<file path="config.mk">
export PLATFORM = sky130hd
export DESIGN_NAME = control_sequencer
export DESIGN_NICKNAME = d
export VERILOG_FILES = /design/src/rtl/control_sequencer.sv
export SDC_FILE = /design/constraint.sdc
export NUM_CORES = 1
export LEC_CHECK = 0
export CAP_MARGIN = 25
export CORE_MARGIN = 3
export CORE_UTILIZATION = 40
export CTS_BUF_LIST = sky130_fd_sc_hd__clkbuf_4 sky130_fd_sc_hd__clkbuf_8
export DETAILED_ROUTE_END_ITERATION = 12
export HOLD_SLACK_MARGIN = 0.15
export PLACE_DENSITY = 0.82
export SLEW_MARGIN = 20
export SYNTH_ARGS = -nofsm -noshare
export SYNTH_HDL_FRONTEND = slang
export SYNTH_SLANG_ARGS = --single-unit
</file>
<file path="constraint.sdc">
create_clock -name CLK -period 1.7 [get_ports CLK]
set_input_delay 0.34 -clock CLK [delete_from_list [all_inputs] [get_ports CLK]]
set_output_delay 0.34 -clock CLK [all_outputs]
set_load 0.01 [all_outputs]
</file>
<file path="src/rtl/control_sequencer.sv">
// control_sequencer: multi-cycle instruction sequencer (IDLE/DECODE/EXEC/WB) driving ALU and register-file controls.
// Optional feature: define MULT_EN to decode opcode 0x0A as a 3-cycle mult; otherwise 0x0A is illegal.
module control_sequencer (
    input  logic        CLK,
    input  logic        RESET_N,
    input  logic [31:0] INSTRUCTION,
    input  logic        INSTR_VALID,
    output logic        INSTR_READY,
    input  logic        ZERO,
    output logic [2:0]  ALUOP,
    output logic [2:0]  READREG1,
    output logic [2:0]  READREG2,
    output logic [2:0]  WRITEREG,
    output logic [7:0]  IMMEDIATE,
    output logic        IMM_SEL,
    output logic        NEG_SEL,
    output logic        WRITEENABLE,
    output logic        BRANCH_TAKEN,
    output logic [7:0]  OFFSET,
    output logic        ILLEGAL
);
    localparam logic [1:0] S_IDLE   = 2'd0;
    localparam logic [1:0] S_DECODE = 2'd1;
    localparam logic [1:0] S_EXEC   = 2'd2;
    localparam logic [1:0] S_WB     = 2'd3;

    logic [1:0]  r_state;
    logic [1:0]  r_cnt;
    logic [31:0] r_instr;
    logic        r_ready;
    logic        r_zero;

    logic [1:0]  w_next;
    logic [2:0]  w_aluop;
    logic [1:0]  w_lat;
    logic        w_imm, w_neg, w_we, w_illegal, w_jump, w_beq, w_bne;
    logic        w_busy, w_wb, w_accept;

    // Decode the captured opcode; w_lat is the EXEC length minus one.
    always_comb begin
        w_aluop   = 3'b000;
        w_imm     = 1'b0;
        w_neg     = 1'b0;
        w_we      = 1'b0;
        w_lat     = 2'd0;
        w_illegal = 1'b0;
        w_jump    = 1'b0;
        w_beq     = 1'b0;
        w_bne     = 1'b0;
        case (r_instr[31:24])
            8'h00: begin w_imm = 1'b1; w_we = 1'b1; end
            8'h01: w_we = 1'b1;
            8'h02: begin w_aluop = 3'b001; w_we = 1'b1; w_lat = 2'd1; end
            8'h03: begin w_aluop = 3'b001; w_neg = 1'b1; w_we = 1'b1; w_lat = 2'd1; end
            8'h04: begin w_aluop = 3'b010; w_we = 1'b1; end
            8'h05: begin w_aluop = 3'b011; w_we = 1'b1; end
            8'h06: w_jump = 1'b1;
            8'h07: begin w_aluop = 3'b001; w_neg = 1'b1; w_beq = 1'b1; w_lat = 2'd1; end
            8'h08: begin w_aluop = 3'b001; w_neg = 1'b1; w_bne = 1'b1; w_lat = 2'd1; end
            8'h09: begin w_aluop = 3'b100; w_imm = 1'b1; w_we = 1'b1; end
`ifdef MULT_EN
            8'h0A: begin w_aluop = 3'b101; w_we = 1'b1; w_lat = 2'd2; end
`endif
            8'h0B: begin w_aluop = 3'b110; w_imm = 1'b1; w_we = 1'b1; end
            8'h0C: begin w_aluop = 3'b111; w_imm = 1'b1; w_we = 1'b1; end
            default: w_illegal = 1'b1;
        endcase
    end

    assign w_accept = (r_state == S_IDLE) && INSTR_VALID && r_ready;
    assign w_busy   = (r_state != S_IDLE);
    assign w_wb     = (r_state == S_WB);

    // Next state: illegal opcodes bypass EXEC straight to WB.
    always_comb begin
        w_next = (r_state == S_IDLE)   ? (w_accept ? S_DECODE : S_IDLE) :
                 (r_state == S_DECODE) ? (w_illegal ? S_WB : S_EXEC) :
                 (r_state == S_EXEC)   ? ((r_cnt == 2'd0) ? S_WB : S_EXEC) : S_IDLE;
    end

    // State, capture register, latency counter and branch flag; ready is registered so the first edge after reset only raises it.
    always_ff @(posedge CLK or negedge RESET_N) begin
        if (!RESET_N) begin
            r_state <= S_IDLE;
            r_cnt   <= 2'd0;
            r_instr <= 32'd0;
            r_ready <= 1'b0;
            r_zero  <= 1'b0;
        end else begin
            r_state <= w_next;
            r_ready <= (w_next == S_IDLE);
            if (w_accept) r_instr <= INSTRUCTION;
            if (r_state == S_DECODE) r_cnt <= w_lat;
            else if (r_state == S_EXEC && r_cnt != 2'd0) r_cnt <= r_cnt - 2'd1;
            if (r_state == S_EXEC && r_cnt == 2'd0) r_zero <= ZERO;
        end
    end

    assign INSTR_READY  = r_ready;
    assign ALUOP        = w_busy ? w_aluop : 3'b000;
    assign IMM_SEL      = w_busy && w_imm;
    assign NEG_SEL      = w_busy && w_neg;
    assign WRITEENABLE  = w_wb && w_we;
    assign BRANCH_TAKEN = w_wb && (w_jump || (w_beq && r_zero) || (w_bne && !r_zero));
    assign ILLEGAL      = w_wb && w_illegal;
    assign READREG1     = r_instr[10:8];
    assign READREG2     = r_instr[2:0];
    assign WRITEREG     = r_instr[18:16];
    assign IMMEDIATE    = r_instr[7:0];
    assign OFFSET       = r_instr[23:16];
endmodule
</file>
==> results.toml, run 1 <==
[floorplan]
die_w_um = 72.1
ioPinCount = 70
initial_utilization_pct = 42.5
rows = 23
design.core.area_um2 = 4120
die_area_um2 = 5200
die_h_um = 72.1

[worst_setup_path]
worstPathCellList = "or4b_4 > or2_1 > a21oi_2 > buf_2"
path_max_fanout = 2
endpoint_kind = "primary output"
cp_slowest_cell = "or4b_4"
rrSetupSlack_ns = 0.18
required_ns = 1.36
max_stage_delay_ns = 0.53
critPathKind = "reg -> out"
timing.rr.end = "r_instr[21]$_DFFE_PN0P_"
reg2reg_from = "r_state[1]$_DFF_PN0_"
cp-start-kind = "flop"
arrival_ns = 1.66
r2r_cells = 6

[timing]
fin_setup_tns_ns = -1.26
slew_headroom_pct = 72.5
hold_viol = 0
period_needed_ns = 2.00
worstMarginPinSlew_ns = 0.412
rsz0062_at_grt = "true"
finalCritPeriodShare_pct = 118
clock_skew_ns = 0.00496
maxSlewViolCount = 0
setup_ws_ns = -0.300
fmax_ghz = 0.500
setup_viol = 8

[clock_tree]
clk_latency_ns = 0.28
cts_buffers = 5
cts_tree = "yes"
cts_sinks = 33
clk_pin_slew_ns = 0.07
clock_path_buffers = 2
htreeDepth = 2
hold_buffers = 0
clock_tree.root_cell = "clkbuf_8"

[detailed_routing]
ant_nets = 0
routed_wl_um = 3430
vias = 1264
dr.pass1.iters = 4
drc = 0
wire_per_inst_um = 13.0
vias_per_cell = 4.79
drt_iter0_drc = 39

[flow_run]
max-cap-violations = 0

[placement]
numPortBuffers = 64
gp_congestion = 0.759
post_dp_cell_area_um2 = 2400
detailed_place_hpwl_um = 2520

[power_and_ir_drop]
p_total_mw = 4.71
p_leak_nw = 1.15
peakVddDrop_uv = 1110
p_per_area_nw_per_um2 = 1820

[logic_synthesis]
yosysMostFrequentCell = "dfrtp_1"
synth_nets = 189
synthTopCellsByArea = "dfrtp_1 47%, mux2_2 11%, buf_4 11%"
postSynthAreaPerCell_um2 = 11.8
ys.warnings.count = 0
async_flop_share_pct = 100
ys.flop_type = "dfrtp_1"
synth_edf_count = 0
netlist_instances = 148
synth_top_cell_by_area = "dfrtp_1"
ys_seq_area_share_pct = 47.2
synth_top_area_share_pct = 47.2
synthTopCellsByCount = "33 x dfrtp_1, 25 x buf_4, 17 x mux2_2, 13 x mux2_1, 7 x nand2_1"
synth-seq-cells = 33
synth_cell_types = 34
synthesis.area_um2 = 1750

[global_route]
grt_pass1_vias = 1308
grt_max_degree = 34
grt_usage_pct = 14.3
grt_pass1_wl_um = 5810
antenna_found_initial = 0
grt_overflow = 0

[run_status]
violations = "setup timing"
status = "finished with violations"

[final_layout]
num_antenna_cells = 0
drive_above_1_share_pct = 32.7
area_growth_pct = 48.2
final_cell_area_um2 = 2590
final_nets = 254
nFillCells = 349

[min_path]
hold_path_class = "in -> async"
## placed cells by master, fill, tap and decap left out, drive strengths merged
| cell | synthesis | final |
|---|---|---|
| a21boi | 2 | 2 |
| a21oi | 5 | 5 |
| a221oi | 1 | 1 |
| a31oi | 2 | 2 |
| a32o | 1 | 1 |
| and2 | 1 | 1 |
| and3b | 1 | 1 |
| buf | 28 | 32 |
| bufinv | 0 | 1 |
| clkbuf | 2 | 6 |
| clkdlybuf4s50 | 0 | 56 |
| clkinvlp | 0 | 1 |
| dfrtp | 33 | 33 |
| ha | 5 | 5 |
| inv | 5 | 5 |
| mux2 | 30 | 30 |
| mux2i | 1 | 1 |
| nand2 | 7 | 7 |
| nand2b | 3 | 3 |
| nand3 | 2 | 2 |
| nand3b | 1 | 1 |
| nand4b | 1 | 1 |
| nor2 | 5 | 5 |
| nor2b | 4 | 4 |
| nor4 | 1 | 1 |
| o21a | 1 | 1 |
| o21ba | 1 | 1 |
| o22ai | 1 | 1 |
| or2 | 1 | 1 |
| or4b | 1 | 1 |
| xnor2 | 2 | 2 |
## flip-flops by register name (all words and copies together) (netlist names)
register,flops
r_cnt,2
INSTR_READY,1
r_state,2
r_zero,1
r_instr,27
## cell type report
type	count	area, µm²	share of cell area, %
inverter	5	18.8	0.725
clock inverter	2	37.5	1.45
multi-input combinational	80	737	28.5
timing repair buffer	88	826	31.9
sequential	33	826	31.9
tap	50	62.6	2.42
clock buffer	6	82.6	3.19
## power breakdown
group	switching, mW	total (mW)	internal (mW)
sequential	0.228	1.42	1.19
clock	0.279	0.756	0.476
combinational	0.999	2.54	1.54
total	1.51	4.71	3.20
## kinds of logic after synthesis
| logic type | after synthesis | share of synthesized area, % |
|---|---|---|
| simple gates | 28 | 9.59 |
| buf+inv | 35 | 13.0 |
| xor+xnor | 2 | 1.00 |
| compound gates | 14 | 5.66 |
| mux | 31 | 19.9 |
| flops | 33 | 47.2 |
| fa+ha+maj | 5 | 3.58 |
## worst max-delay path by stage
stage / slack (ns) / endpoint / start / cells past startpoint
floorplan: 0.01 / BRANCH_TAKEN / r_instr[25]$_DFFE_PN0P_ / 3
global placement: -0.42 / BRANCH_TAKEN / r_instr[26]$_DFFE_PN0P_ / 4
detailed placement: -0.43 / BRANCH_TAKEN / r_instr[26]$_DFFE_PN0P_ / 4
CTS: -0.34 / BRANCH_TAKEN / r_instr[24]$_DFFE_PN0P_ / 4
global route: -0.37 / BRANCH_TAKEN / r_instr[24]$_DFFE_PN0P_ / 4
finish: -0.30 / BRANCH_TAKEN / r_instr[24]$_DFFE_PN0P_ / 4
## timing repair
item	4_1_cts	5_1_grt
hold endpoints to repair	0	0
setup endpoints to repair	8	8
setup buffers	4	3
pin swaps	6	3
resized for setup	41	4
## layer usage
layer | vias up | track usage, % | wire (µm) | share of wire, %
li1 | 608 | - | - | -
met1 | 601 | 15.7 | 1300 | 38
met2 | 46 | 24.8 | 1770 | 52
met3 | 9 | 5.54 | 296 | 8.6
met5 | - | 0 | 0 | 0
met4 | 0 | 5.64 | 64 | 1.9
## per-stage QoR
stage               hold WS, ns  utilization [%]  setup slack (ns)  instances
floorplan                0.0444                -            0.0142        148
detailed placement        0.484             58.4            -0.429        250
CTS                       0.456             62.2            -0.338        262
finish                    0.446             62.9            -0.300        264
global placement          0.472             58.4            -0.419        250
global route              0.472             62.9            -0.371        264
## worst max-delay path, delay by kind of cell (launching register included)
family                 cells  cell delay [ns]
AO/OA/AOI/OAI              1             0.11
buffers and inverters      1             0.14
flip-flops                 1             0.38
AND/OR/NAND/NOR            2             0.76
Power figures use the tool's default switching activity.
==> run 2: changes to the inputs <==
--- a/config.mk
+++ b/config.mk
@@ -5,6 +5,7 @@
 export SDC_FILE = /design/constraint.sdc
 export NUM_CORES = 1
 export LEC_CHECK = 0
+export ABC_AREA = 0
 export CAP_MARGIN = 25
 export CORE_MARGIN = 3
 export CORE_UTILIZATION = 40
==> results of run 2 <==
Final layout, timing and power as in run 1 (identical DEF).
==> run 3: changes to the inputs <==
--- a/config.mk
+++ b/config.mk
@@ -12,8 +12,9 @@
 export CTS_BUF_LIST = sky130_fd_sc_hd__clkbuf_4 sky130_fd_sc_hd__clkbuf_8
 export DETAILED_ROUTE_END_ITERATION = 12
 export HOLD_SLACK_MARGIN = 0.15
-export PLACE_DENSITY = 0.82
+export PLACE_DENSITY = 0.88
 export SLEW_MARGIN = 20
 export SYNTH_ARGS = -nofsm -noshare
 export SYNTH_HDL_FRONTEND = slang
 export SYNTH_SLANG_ARGS = --single-unit
+export TNS_END_PERCENT = 1
==> run 3 against run 2 <==
  * The flow still finishes with violations (setup timing)
  * Utilization is 2.8 points lower
  * Final cell count decreased by 3.0%
  * Global-route usage is 0.34 points higher
  * Hold slack improved by 0.016 ns
  * Register-to-register slack barely moved
  * Non-clock buffer count fell by 7
  * Clock skew decreased by 0.0028 ns
  * Largest power group unchanged
  * Highest routed layer unchanged
==> results.toml, run 3 (synthesized netlist as in run 1, its figures left out) <==
[run_status]
status = "finished with violations"
violations = "setup timing"

[worst_setup_path]
endpoint_kind = "primary output"
critPathKind = "reg -> out"
required_ns = 1.36
arrival_ns = 1.67
path_max_fanout = 2
cp-start-kind = "flop"

[global_route]
grt_pass1_wl_um = 5850
grt_usage_pct = 14.7
grt_overflow = 0
grt.busiest_layer = "met2"
use_met1_pct = 17.3
use_met2_pct = 23.9
grt_pass1_vias = 1282
grt.met3_usage_pct = 6.37
antenna_found_initial = 0
grt_max_degree = 34

[detailed_routing]
drc = 0
dr.pass1.iters = 4
vias = 1233
wire_per_inst_um = 13.4
routed_wl_um = 3430
ant_nets = 0
drt_iter0_drc = 30
vias_per_cell = 4.82

[floorplan]
die_area_um2 = 5200
ioPinCount = 70
initial_utilization_pct = 42.5
design.core.area_um2 = 4120
die_h_um = 72.1
rows = 23
die_w_um = 72.1

[final_layout]
largest_register_ffs = 27
reg_top3 = "r_instr x27, r_cnt x2, r_state x2"
final_cell_mix = "56 x clkdlybuf4s50_1, 33 x dfrtp_1, 17 x mux2_2"
final_common_cell = "clkdlybuf4s50_1"
regMostFlops = "r_instr"
drive_above_1_share_pct = 28.2
multi_input_area_um2 = 718
final_nets = 247
area_growth_pct = 41.7
nFillCells = 343
num_antenna_cells = 0
final-seq-area_um2 = 826

[clock_tree]
clock_tree.root_cell = "clkbuf_8"
clk_pin_slew_ns = 0.06
htreeDepth = 2
clk_latency_ns = 0.28
clock_path_buffers = 2
cts_sinks = 33
post_cts_buffers = 0
cts_tree = "yes"
cts_buffers = 5

[power_and_ir_drop]
p_seq_share_pct = 32.3
power_switching_share_pct = 32.8
p_per_area_nw_per_um2 = 1770
clockPowerShare_pct = 13.7
power.share.combinational_pct = 54.0
switching_power_mw = 1.43
p_leak_nw = 1.08
p_int_mw = 2.94
peakVddDrop_uv = 811

[flow_run]
max-cap-violations = 0

[timing]
period_needed_ns = 2.01
rsz0062_at_grt = "true"
whs_ns = 0.463
maxSlewViolCount = 0
finalCritPeriodShare_pct = 118
slew_headroom_pct = 72.8
setup_viol = 8
fmax_ghz = 0.497
hold_viol = 0
clock_skew_ns = 0.00217
worstMarginPinSlew_ns = 0.408
setup_ws_ns = -0.310

[placement]
gp_congestion = 0.725
pre_cts_slack_ns = -0.456
detailed_place_hpwl_um = 2620
numPortBuffers = 64

[min_path]
hold_path_class = "in -> async"
==> run 3: cell count changes in the layout (fill, tap and decap cells not counted), sizes merged <==
cell	previous run	this run
buf	32	24
bufinv	1	0
clkbuf	6	7
clkinvlp	1	0
dlygate4sd2	0	1
==> run 3: worst paths after layout <==
kind / startpoint / endpoint / slack [ns] / depth (start not counted)
worst max register to register: r_state[1]$_DFF_PN0_ / r_instr[26]$_DFFE_PN0P_ / 0.17 / 6
worst min register to register: r_instr[22]$_DFFE_PN0P_ / r_instr[22]$_DFFE_PN0P_ / 0.49 / 1
max in group asynchronous: RESET_N / r_cnt[1]$_DFFE_PN0P_ / 0.95 / 2
worst min-delay path: RESET_N / r_instr[21]$_DFFE_PN0P_ / 0.46 / 2
min in group CLK: r_instr[22]$_DFFE_PN0P_ / r_instr[22]$_DFFE_PN0P_ / 0.49 / 1
worst max-delay path: r_instr[26]$_DFFE_PN0P_ / BRANCH_TAKEN / -0.31 / 4
==> run 3: timing repair <==
action / 4_1_cts / 5_1_grt
hold buffers: 0 / 0
gates resized for setup: 34 / 2
pin swaps: 4 / 2
setup endpoints to repair: 8 / 8
==> run 3: worst max-delay path: stages, from the launching register on <==
cell and delay, ns:
dfrtp_1 0.38, or4b_4 0.54, or2_1 0.24, a21oi_2 0.11, buf_2 0.13
==> run 3: stage by stage <==
stage	power, mW	std cells	util [%]	area [µm²]	setup TNS, ns
final	4.37	256	60.2	2480	-1.30
after global routing	4.71	256	60.2	2480	-1.92
after CTS	4.42	256	60.0	2470	-1.54
after detailed placement	3.77	249	58.2	2390	-2.40
after global placement	3.69	249	58.2	2390	-2.30
after floorplan	2.97	148	-	1750	0
==> run 3: per-layer routing <==
metal	share of wire, %	wire length, µm
met5	0	0
met4	1.4	48
met3	9.0	309
met2	50	1720
met1	39	1350
==> run 3: power groups by stage <==
stage,sequential (mW),clock (mW),combinational (mW)
floorplan,1.40,0,1.57
global placement,1.40,0,2.28
detailed placement,1.43,0,2.34
CTS,1.42,0.626,2.38
global route,1.48,0.660,2.57
finish,1.41,0.600,2.36
==> run 3: area by class of cell <==
type / count / area share [%]
repair buffers: 81 / 30.7
multi-input cells: 80 / 29.0
inverters: 5 / 0.758
well taps: 50 / 2.53
clock buffers: 7 / 3.64
flip-flops and latches: 33 / 33.4
==> patch 1 (flow settings as in run 2) <==
Add a define of `MULT_EN`.
--- a/src/rtl/control_sequencer.sv
+++ b/src/rtl/control_sequencer.sv
@@ -1,4 +1,6 @@
 // control_sequencer: multi-cycle instruction sequencer (IDLE/DECODE/EXEC/WB) driving ALU and register-file controls.
 // Optional feature: define MULT_EN to decode opcode 0x0A as a 3-cycle mult; otherwise 0x0A is illegal.
+`define MULT_EN
+
 module control_sequencer (
     input  logic        CLK,
Behaviour: not the same (a bounded check fails within 4 cycles, from zero or initial values and one cycle with RESET_N low).
==> patch 1 against run 2 <==
The flow still finishes with violations (negative setup slack). Non-clock buffer count up 9. Design area is 5.1% higher. Routed wire length grew 9.2%. Via count is 4.2% higher. Setup slack gained 43 ps. Sequential cell count stayed put. Synthesized area increased by 7.4%. Power is 6.6% higher.
==> patch 1: results (changes against run 2) <==
global_route:
  grt_pass1_wl_mm: 6.05  # +4.2%
  grtUsageTotal_pct: 14.3  # about the same
finish:
  fin_nets: 265  # +4.3%
  drive_above_1_share_pct: 40.4  # +7.7 points
synthesis:
  ys_top_cells_by_area: "dfrtp_1 (44%), mux2_4 (15%), buf_4 (10%), mux2_2 (6.0%), ha_1 (3.3%)"
  syn_nets: 192  # +1.6%
  yosys-top-cells-count: "dfrtp_1 (33), buf_4 (25), mux2_4 (19)"
  avgSynthCellArea_sq_um: 12.4  # +5.3%
  synth_xor_area_share_pct: 0.933  # -0.069 points
  ys_seq_area_share_pct: 44.0  # -3.3 points
placed_design:
  place_area_sq_um: 2590  # +7.8%
  place_inst: 262  # +4.8%
  gp_congestion: 0.826  # +8.8%
timing:
  setup_ws_ps: -257  # +43.1 ps
  clock_skew_ps: 2.46  # -2.51 ps
  setup_violations: 8  # unchanged
pwr:
  power.switching_w: 0.00166  # +9.9%
  ir_drop_mv: 0.854  # -23%
  leakage_nw: 1.29  # +13%
routing:
  drt_iter0_drc: 34  # -13%
  drt-wirelength-per-cell_um: 13.5  # +4.1%
  vias_per_cell: 4.75  # -0.70%
status:
  outcome: "finished with violations"
  violations: "negative setup slack"
worst_setup_path:
  critPathLaunch: "r_instr[30]$_DFFE_PN0P_"
  critical_path.top_delay_family: "buffers and inverters"
  critPathMaxFanout: 3  # +1
patch 1: what timing repair did:
| action | 4_1_cts | 5_1_grt |
|---|---|---|
| setup buffers | 7 | 1 |
| resized for setup | 41 | 3 |
| hold buffers | 0 | 0 |
| pin swaps | 5 | 0 |
| setup endpoints to repair | 8 | 8 |
patch 1: area by class of cell:
cell class / count / area (sq um)
clock buffers: 6 / 76.3
clock inverters: 2 / 10.0
fillers: 377 / 1720
inverters: 5 / 18.8
multi-input cells: 82 / 842
flip-flops and latches: 33 / 826
well taps: 52 / 65.1
repair buffers: 97 / 885
patch 1: logic make-up after synthesis:
logic type	Yosys count
buffers and inverters	36
flip-flops	33
AND/OR/NAND/NOR	31
multiplexers	30
AO/OA/AOI/OAI	14
adder cells (fa/ha/maj)	5
XOR/XNOR	2
patch 1: per-stage QoR:
stage	TNS, ps	total power [W]	utilization (%)	setup slack, ps	hold WS (ps)
2_1_floorplan	0	0.00332	-	162	44.4
3_3_place_gp	-2190	0.00424	58.2	-346	486
3_5_place_dp	-2390	0.00431	58.2	-370	493
4_1_cts	-1320	0.00503	60.8	-244	479
5_1_grt	-2100	0.00535	61.3	-346	505
6_report	-1400	0.00502	61.3	-257	463
patch 1: power groups by stage:
stage                     logic (W)  clock network [W]  registers, W
final                       0.00296           0.000582       0.00148
after global routing        0.00319           0.000640       0.00153
after CTS                   0.00295           0.000603       0.00147
after detailed placement    0.00282                  0       0.00149
after global placement      0.00276                  0       0.00147
after floorplan             0.00190                  0       0.00142
patch 1: final timing paths:
check	end	slack [ps]	cells past startpoint
setup / recovery	WRITEENABLE	-260	6
hold / removal	r_instr[23]$_DFFE_PN0P_	460	2
setup reg to reg	r_cnt[1]$_DFFE_PN0P_	170	6
hold reg to reg	r_instr[4]$_DFFE_PN0P_	510	1
max in group asynchronous	r_instr[22]$_DFFE_PN0P_	930	2
min in group CLK	r_instr[4]$_DFFE_PN0P_	510	1
patch 1: layer usage:
layer,up-vias,track usage [%]
li1,637,-
met1,634,18.1
met2,42,23.5
met3,4,5.14
met4,0,3.56
met5,-,0
==> patch 2 (config.mk and constraints of run 2) <==
Without the edit above. Reset style: synchronous (`RESET_N`), changed in one clocked block.
--- a/src/rtl/control_sequencer.sv
+++ b/src/rtl/control_sequencer.sv
@@ -80,5 +80,5 @@
 
     // State, capture register, latency counter and branch flag; ready is registered so the first edge after reset only raises it.
-    always_ff @(posedge CLK or negedge RESET_N) begin
+    always_ff @(posedge CLK) begin
         if (!RESET_N) begin
             r_state <= S_IDLE;
Behaviour: differs if RESET_N is asserted again (counterexample within 4 cycles, from zero or initial values and one cycle with RESET_N low); with RESET_N held inactive, the same outputs for 10 cycles.
==> patch 2 against run 2 <==
The flow still finishes with violations (negative setup slack). Critical path depth rose by 2. Sequential cell count did not move. Synthesized area decreased by 1.1%. Clock skew is 4.1 ps higher. Die area down 1.1%. Routed wire length grew 14%. Setup slack improved by 220 ps. Design area decreased by 4.7%. Critical path type unchanged. Largest cell class is now non-clock buffers.
Power is not compared: it rests on default switching activity, and its combinational part moved more than twofold at a synthesized area within 25%.
==> patch 2: results (changes against run 2) <==
routing:
  drt-total-wl_mm: 3.93  # +14%
  drt-wirelength-per-cell_um: 11.9  # -8.7%
  drt_iter0_drc: 48  # +23%
synthesis:
  yosys.cell_types.count: 38  # +12%
  syn_nets: 260  # +38%
  ys_top_cells_by_area: "dfxtp_1 (38%), nand2_1 (13%), buf_4 (12%), a21oi_1 (9.0%), ha_1 (3.6%)"
  ys_seq_area_share_pct: 38.2  # -9.0 points
worst_setup_path:
  critPathMaxFanout: 3  # +1
  crit_end: "ILLEGAL"
  r2r_cells: 7  # +1
  rrSetupSlack_ps: 290  # +110 ps
  arrival_ps: 1440  # -220 ps
  critPathLaunch: "r_instr[28]$_SDFFE_PN0P_"
global_route:
  grt_max_degree: 24  # -29%
  grt_pass1_wl_mm: 6.51  # +12%
  grtUsageTotal_pct: 16.1  # +1.8 points
  first_global_vias: 1521  # +16%
worst_hold_path:
  hp-class: "register to register"
placed_design:
  dpl.hpwl_mm: 2.88  # +14%
timing:
  fin_tns_setup_ps: -173  # +1090 ps
  clock_skew_ps: 9.10  # +4.14 ps
  setup_violations: 3  # -5
  setup_ws_ps: -81.1  # +219 ps
  max_slew_margin_pct: 85.2  # +13 points
finish:
  drive_above_1_share_pct: 21.4  # -11 points
status:
  outcome: "finished with violations"
  violations: "negative setup slack"
patch 2: changes by cell type in the layout (fill, tap and decap cells not counted), sizes merged, moves of 3 or more:
| cell | delta |
|---|---|
| a22oi | +3 |
| a21oi | +26 |
| dfxtp | +33 |
| nand2 | +54 |
| mux2 | -29 |
| dfrtp | -33 |
| buf | +3 |
patch 2: metrics by stage:
stage | worst slack, ps | hold WS, ps
2_1_floorplan | 291 | 437
3_3_place_gp | -174 | 441
3_5_place_dp | -209 | 446
4_1_cts | -107 | 455
5_1_grt | -182 | 474
6_report | -81.1 | 454
patch 2: cell type report:
type | instances | area (sq um) | share of cell area [%]
Clock inverter | 2 | 10.0 | 0.406
Tap cell | 50 | 62.6 | 2.54
Timing Repair Buffer | 91 | 820 | 33.2
Sequential cell | 33 | 668 | 27.1
Multi-Input combinational cell | 143 | 808 | 32.8
Inverter | 6 | 22.5 | 0.913
Clock buffer | 6 | 76.3 | 3.09
patch 2: layer usage:
metal | part of all wire (%) | GRT usage (%) | wire [um] | vias to the layer above
met2 | 50 | 27.2 | 1980 | 49
met3 | 8.1 | 6.03 | 317 | 5
met1 | 40 | 18.6 | 1590 | 714
met4 | 1.2 | 5.85 | 46 | 0
li1 | - | - | - | 810
met5 | 0 | 0 | 0 | -
patch 2: worst min path at each step:
stage	start	endpoint	slack, ps	depth (start not counted)
floorplan	r_instr[10]$_SDFFE_PN0P_	r_instr[10]$_SDFFE_PN0P_	440	2
global placement	r_instr[19]$_SDFFE_PN0P_	r_instr[19]$_SDFFE_PN0P_	440	2
detailed placement	r_instr[6]$_SDFFE_PN0P_	r_instr[6]$_SDFFE_PN0P_	450	2
CTS	r_instr[9]$_SDFFE_PN0P_	r_instr[9]$_SDFFE_PN0P_	450	2
global route	r_instr[20]$_SDFFE_PN0P_	r_instr[20]$_SDFFE_PN0P_	470	2
finish	r_instr[9]$_SDFFE_PN0P_	r_instr[9]$_SDFFE_PN0P_	450	2
patch 2: repair_timing:
action	4_1_cts	5_1_grt
gates resized for setup	41	3
buffers inserted	3	2
setup endpoints to repair	8	8
pin swaps	6	1
patch 2: cell families after synthesis:
kind of cell | share of synthesized area, %
multiplexers | 1.23
adder cells (fa/ha/maj) | 3.62
buffers and inverters | 16.2
flip-flops | 38.2
AO/OA/AOI/OAI | 14.6
XOR/XNOR | 0.507
AND/OR/NAND/NOR | 25.6
patch 2: report_power, final:
part	total [W]	internal, W	switching [W]	leakage, nW
clock network	0.000572	0.000299	0.000273	0.0484
registers	0.000890	0.000842	0.0000479	0.271
logic	0.000655	0.000369	0.000285	0.647
total	0.00212	0.00151	0.000606	0.967
patch 2: worst max-delay path, cell delays in order (launching register included):
cell	delay [ps]
dfxtp_2	330
nor4_4	280
buf_4	170
buf_4	100
buf_6	90
a21boi_2	50
buf_2	140
